[src/rtl/frame_gain_stage.sv]
// Stereo ramped-gain / soft-mute stage with windowed peak metering.
// One left/right pair per pin_i2s_fclk edge; data latency is one frame.

// Per-channel gain multiply, output register and peak tracking.
module frame_gain_lane #(
    parameter int WIDTH = 32
) (
    input  logic             pin_i2s_fclk,
    input  logic             rst,
    input  logic             in_valid,
    input  logic             win_end,
    input  logic [8:0]       gain,
    input  logic [WIDTH-1:0] din,
    output logic [WIDTH-1:0] dout,
    output logic [WIDTH-2:0] peak
);
    logic signed [WIDTH+9:0] prod;
    logic [WIDTH-1:0]        dout_nxt;
    logic [WIDTH-1:0]        mag;
    logic [WIDTH-2:0]        abs_cur;
    logic [WIDTH-2:0]        acc;
    logic [WIDTH-2:0]        acc_max;
    logic                    unused_prod;

    // Signed sample times unsigned gain; gain <= 256 keeps the product in WIDTH+9 bits.
    always_comb begin
        prod     = $signed({{10{din[WIDTH-1]}}, din}) * $signed({{WIDTH{1'b0}}, 1'b0, gain});
        dout_nxt = prod[WIDTH+7:8];
        mag      = dout_nxt[WIDTH-1] ? -dout_nxt : dout_nxt;
        // Only the most negative code leaves mag's MSB set; saturate it.
        abs_cur  = mag[WIDTH-1] ? {(WIDTH-1){1'b1}} : mag[WIDTH-2:0];
        acc_max  = (abs_cur > acc) ? abs_cur : acc;
    end

    assign unused_prod = ^{prod[WIDTH+9:WIDTH+8], prod[7:0]};

    // Output register and running window maximum; everything holds on invalid frames.
    always_ff @(posedge pin_i2s_fclk) begin
        if (rst) begin
            dout <= '0;
            acc  <= '0;
            peak <= '0;
        end else if (in_valid) begin
            dout <= dout_nxt;
            if (win_end) begin
                peak <= acc_max;
                acc  <= '0;
            end else begin
                acc  <= acc_max;
            end
        end
    end
endmodule

// Top: shared gain ramp, mute FSM and peak window counter.
module frame_gain_stage #(
    parameter int WIDTH       = 32,
    parameter int RAMP_STEP   = 1,
    parameter int PEAK_FRAMES = 4800
) (
    input  logic             pin_i2s_fclk,
    input  logic             rst,
    input  logic             in_valid,
    input  logic [WIDTH-1:0] data_left_in,
    input  logic [WIDTH-1:0] data_right_in,
    input  logic             mute_req,
    input  logic [8:0]       target_gain,
    output logic [WIDTH-1:0] data_left_out,
    output logic [WIDTH-1:0] data_right_out,
    output logic             out_valid,
    output logic [8:0]       current_gain,
    output logic             muted,
    output logic [WIDTH-2:0] peak_left,
    output logic [WIDTH-2:0] peak_right,
    output logic             peak_update
);
    localparam int NUM_LANES = 2;
    localparam int CW        = $clog2(PEAK_FRAMES);

    localparam logic [CW-1:0] CNT_LAST = CW'(PEAK_FRAMES - 1);
    localparam logic [9:0]    STEP     = 10'(RAMP_STEP);

    localparam logic [1:0] ST_MUTED     = 2'd0;
    localparam logic [1:0] ST_RAMP_UP   = 2'd1;
    localparam logic [1:0] ST_RAMP_DOWN = 2'd2;
    localparam logic [1:0] ST_STEADY    = 2'd3;

    logic [8:0]    gain;
    logic [8:0]    gain_nxt;
    logic [8:0]    tgt;
    logic [1:0]    state;
    logic [1:0]    state_nxt;
    logic [CW-1:0] win_cnt;
    logic          win_end;

    logic [NUM_LANES-1:0][WIDTH-1:0] din_arr;
    logic [NUM_LANES-1:0][WIDTH-1:0] dout_arr;
    logic [NUM_LANES-1:0][WIDTH-2:0] peak_arr;

    // Effective target, next ramp step (never overshooting) and next FSM state.
    always_comb begin
        tgt = mute_req ? 9'd0 : ((target_gain > 9'd256) ? 9'd256 : target_gain);

        gain_nxt = gain;
        if (gain > tgt) begin
            gain_nxt = ({1'b0, gain - tgt} > STEP) ? (gain - STEP[8:0]) : tgt;
        end else if (gain < tgt) begin
            gain_nxt = ({1'b0, tgt - gain} > STEP) ? (gain + STEP[8:0]) : tgt;
        end

        if (gain_nxt == 9'd0 && mute_req) state_nxt = ST_MUTED;
        else if (gain_nxt > tgt)          state_nxt = ST_RAMP_DOWN;
        else if (gain_nxt < tgt)          state_nxt = ST_RAMP_UP;
        else                              state_nxt = ST_STEADY;
    end

    // Gain and state advance only on valid frames so gaps freeze the ramp.
    always_ff @(posedge pin_i2s_fclk) begin
        if (rst) begin
            gain  <= 9'd0;
            state <= ST_MUTED;
        end else if (in_valid) begin
            gain  <= gain_nxt;
            state <= state_nxt;
        end
    end

    assign win_end = (win_cnt == CNT_LAST);

    // Window counter over valid frames, plus the output strobes.
    always_ff @(posedge pin_i2s_fclk) begin
        if (rst) begin
            win_cnt     <= '0;
            out_valid   <= 1'b0;
            peak_update <= 1'b0;
        end else begin
            out_valid   <= in_valid;
            peak_update <= in_valid && win_end;
            if (in_valid) win_cnt <= win_end ? '0 : win_cnt + 1'b1;
        end
    end

    assign din_arr = {data_right_in, data_left_in};

    for (genvar i = 0; i < NUM_LANES; i++) begin : g_lane
        frame_gain_lane #(.WIDTH(WIDTH)) u_lane (
            .pin_i2s_fclk (pin_i2s_fclk),
            .rst          (rst),
            .in_valid     (in_valid),
            .win_end      (win_end),
            .gain         (gain),
            .din          (din_arr[i]),
            .dout         (dout_arr[i]),
            .peak         (peak_arr[i])
        );
    end

    assign data_left_out  = dout_arr[0];
    assign data_right_out = dout_arr[1];
    assign peak_left      = peak_arr[0];
    assign peak_right     = peak_arr[1];
    assign current_gain   = gain;
    assign muted          = (state == ST_MUTED);
endmodule
[config.mk]
export PLATFORM = sky130hd
export DESIGN_NAME = frame_gain_stage
export DESIGN_NICKNAME = d
export VERILOG_FILES = /design/src/rtl/frame_gain_stage.sv
export SDC_FILE = /design/constraint.sdc
export NUM_CORES = 2
export LEC_CHECK = 0
export BUFFER_PORTS_ARGS = -buffer_cell sky130_fd_sc_hd__buf_2
export CAP_MARGIN = 30
export CELL_PAD_IN_SITES_DETAIL_PLACEMENT = 0
export CELL_PAD_IN_SITES_GLOBAL_PLACEMENT = 1
export CORE_MARGIN = 3
export CORE_UTILIZATION = 45
export DETAILED_ROUTE_END_ITERATION = 8
export PLACE_DENSITY_LB_ADDON = 0.05
export RECOVER_POWER = 25
export SYNTH_ARGS = -nofsm -noshare
export SYNTH_HDL_FRONTEND = slang
export SYNTH_HIERARCHICAL = 1
export SYNTH_SLANG_ARGS = --single-unit
[constraint.sdc]
create_clock -name pin_i2s_fclk -period 25.7 [get_ports pin_i2s_fclk]
set_clock_uncertainty 0.15 [all_clocks]
set_input_delay 0 -clock pin_i2s_fclk [delete_from_list [all_inputs] [get_ports pin_i2s_fclk]]
set_output_delay 0 -clock pin_i2s_fclk [all_outputs]
set_load 0.005 [all_outputs]
==> flow_summary.toml <==
[global_routing]
grt_pass1_wl_um = 170000
grt_overflow = 0
grt_max_degree = 66
grt_pass1_vias = 29866
antenna_found_initial = 1
grtUsageTotal_pct = 27.1

[floorplan]
io_pins = 215
dieArea_um2 = 78700
die_y_um = 281
core-area_um2 = 74600
rows = 100
die_w_um = 281
start_util_pct = 45.5

[placement]
postPlaceCellArea_um2 = 35600
post-dp-hpwl_um = 82200
io_buffers = 214
place_congestion = 0.893

[critical_path]
cpMaxStageDelayCell = "nor2_2"
end_kind = "flop"
start_kind = "flop"
required_ns = 25.96
path_max_fanout = 52
crit_type = "reg2reg"
cp_slowest_stage_delay_ns = 0.81
cp.arrival_ns = 12.07
worst_path_most_repeated_cell = "fa_1"

[clock_network]
tritoncts = "built"
cts_root_buf = "clkbuf_16"
clkTransAtPathRegs_ns = 0.06
postCtsHoldBufs = 4
htree_levels = 1
clk_latency_ns = 0.54
cts_buffers = 22
cts_sinks = 214
cts_buffer_depth = 3
post_cts_resized = 0
cts_setup_buffers = 0

[final_layout]
areaGrowthSynthToFinish_pct = 7.01
fin_nets = 4909
layout_commonest_cell = "inv_1"
design_area_um2 = 36300
drive_gt1_share_pct = 8.08
layout_common_cells = "563 x inv_1, 456 x nand2_1, 454 x fa_1"
antennaDiodeCount = 0

[logic_synthesis]
syn_area_per_cell_um2 = 8.36
post_synth_num_cell_types = 121
ys_ff_latch = 214
syn_nets = 4846
postSynth.asyncResetShare_pct = 0
ys.flop_type = "dfxtp_1"
syn_area_um2 = 33900
synth-edff-count = 0
synth_warnings = 6
ys_seq_area_share_pct = 12.6
synth_cells = 4058

[routing]
routedWlPerCell_um = 20.7
detail_route.iter0.violations = 1793
totalWireLength_um = 105000
ant_nets = 0
routed_via_density = 5.62
drc = 0
vias = 28683
firstDrtPassIters = 7

[sta]
max_freq_mhz = 84.7
layout_min_cycle_time_ns = 11.81
fin_tns_setup_ns = 0
final.period_utilization_pct = 46.0
rsz0062_at_grt = "no"
slew_headroom_pct = 33.3
drv_slew = 0
hold_violations = 0
finalSetupViolCount = 0
worst_slew_pin_slew_ns = 0.997

[outcome]
outcome = "finished clean"

[job]
max_cap_violations = 0

[min_path]
hp-class = "in2reg"
## logic make-up after synthesis
logic type      share of synthesized area [%]
compound gates                           16.5
simple gates                             20.9
buf+inv                                  8.93
fa+ha+maj                                36.3
mux                                      1.61
flops                                    12.6
xor+xnor                                 3.09
## flip-flops by register name (all words and copies together), names as in the netlist
register,count
peak_update,1
g_lane.u_lane/acc,62
current_gain,9
state,2
win_cnt,13
out_valid,1
g_lane.u_lane/peak,62
g_lane.u_lane/dout,64
## layout make-up
type / instances / area, µm²
Timing Repair Buffer: 248 / 1310
Fill cell: 7510 / 38300
Tap cell: 969 / 1210
Clock buffer: 30 / 652
Inverter: 564 / 2120
Multi-Input combinational cell: 3071 / 26700
Sequential cell: 214 / 4300
Clock inverter: 8 / 71.3
## routing by layer
metal | wire length (µm) | GRT usage [%] | share of wire, %
met2 | 55200 | 51.2 | 52
met5 | 9 | 0 | 0.0085
met4 | 2270 | 5.28 | 2.2
met1 | 44600 | 34.1 | 42
met3 | 3420 | 1.72 | 3.2
## cell usage after synthesis (11+ instances only)
master / instances / share of area [%]
a211oi_1: 47 / 1.0
nand4_1: 58 / 1.1
and4_1: 12 / 0.31
dfxtp_1: 214 / 13
inv_1: 563 / 6.2
o21bai_1: 15 / 0.33
nor2b_1: 16 / 0.29
mux2i_1: 50 / 1.5
nor3_1: 90 / 1.3
or2_2: 18 / 0.33
a21oi_1: 187 / 2.8
xor2_1: 51 / 1.3
buf_2: 16 / 0.24
nand3_1: 61 / 0.90
o211ai_1: 27 / 0.60
ha_1: 257 / 9.5
nor4_1: 20 / 0.37
xnor2_1: 67 / 1.7
o21ai_0: 146 / 2.2
o21a_1: 38 / 0.84
a31oi_1: 22 / 0.41
nand2b_1: 16 / 0.29
a22o_1: 46 / 1.2
a21o_1: 38 / 0.84
fa_1: 454 / 27
and2_1: 328 / 6.0
nor2_1: 233 / 2.6
a211o_1: 11 / 0.28
a21bo_1: 14 / 0.41
clkbuf_1: 159 / 1.8
or3_1: 17 / 0.31
a32oi_1: 20 / 0.52
nand2_1: 456 / 5.0
and3_1: 27 / 0.50
buf_1: 14 / 0.15
## critical path, delay by kind of cell (launching register included)
family / cells / cell delay (ns)
xor gates and xnor gates: 1 / 0.66
buffers and inverters: 6 / 1.40
adders and majority gates: 7 / 3.18
DFF: 1 / 0.53
muxes: 1 / 0.26
AOI/OAI and AO/OA: 12 / 2.48
and+or+nand+nor: 8 / 2.99
## metrics by stage
stage | setup slack, ns | hold slack (ns) | cells | util (%)
after floorplan | 15.93 | -0.0784 | 4058 | -
after global placement | 14.14 | 0.228 | 5058 | 47.7
after detailed placement | 14.02 | 0.230 | 5062 | 47.8
after CTS | 13.98 | 0.0753 | 5104 | 48.8
after global routing | 13.15 | 0.113 | 5104 | 48.7
final | 13.89 | 0.0919 | 5104 | 48.7
## path summary, 6_finish.rpt
path,to,startpoint,slack [ns],cells after the start
worst min register to register,g_lane[0].u_lane/peak[0]$_SDFFE_PP0P_,g_lane[0].u_lane/peak[0]$_SDFFE_PP0P_,0.30,2
worst max register to register,g_lane[1].u_lane/peak[17]$_SDFFE_PP0P_,current_gain[1]$_SDFFE_PP0P_,13.89,35
worst min-delay path,current_gain[0]$_SDFFE_PP0P_,target_gain[0],0.09,5
worst max-delay path,g_lane[1].u_lane/peak[17]$_SDFFE_PP0P_,current_gain[1]$_SDFFE_PP0P_,13.89,35
Power is not shown: default switching activity piles up to over one toggle a cycle in this logic, so the estimate is an artifact.
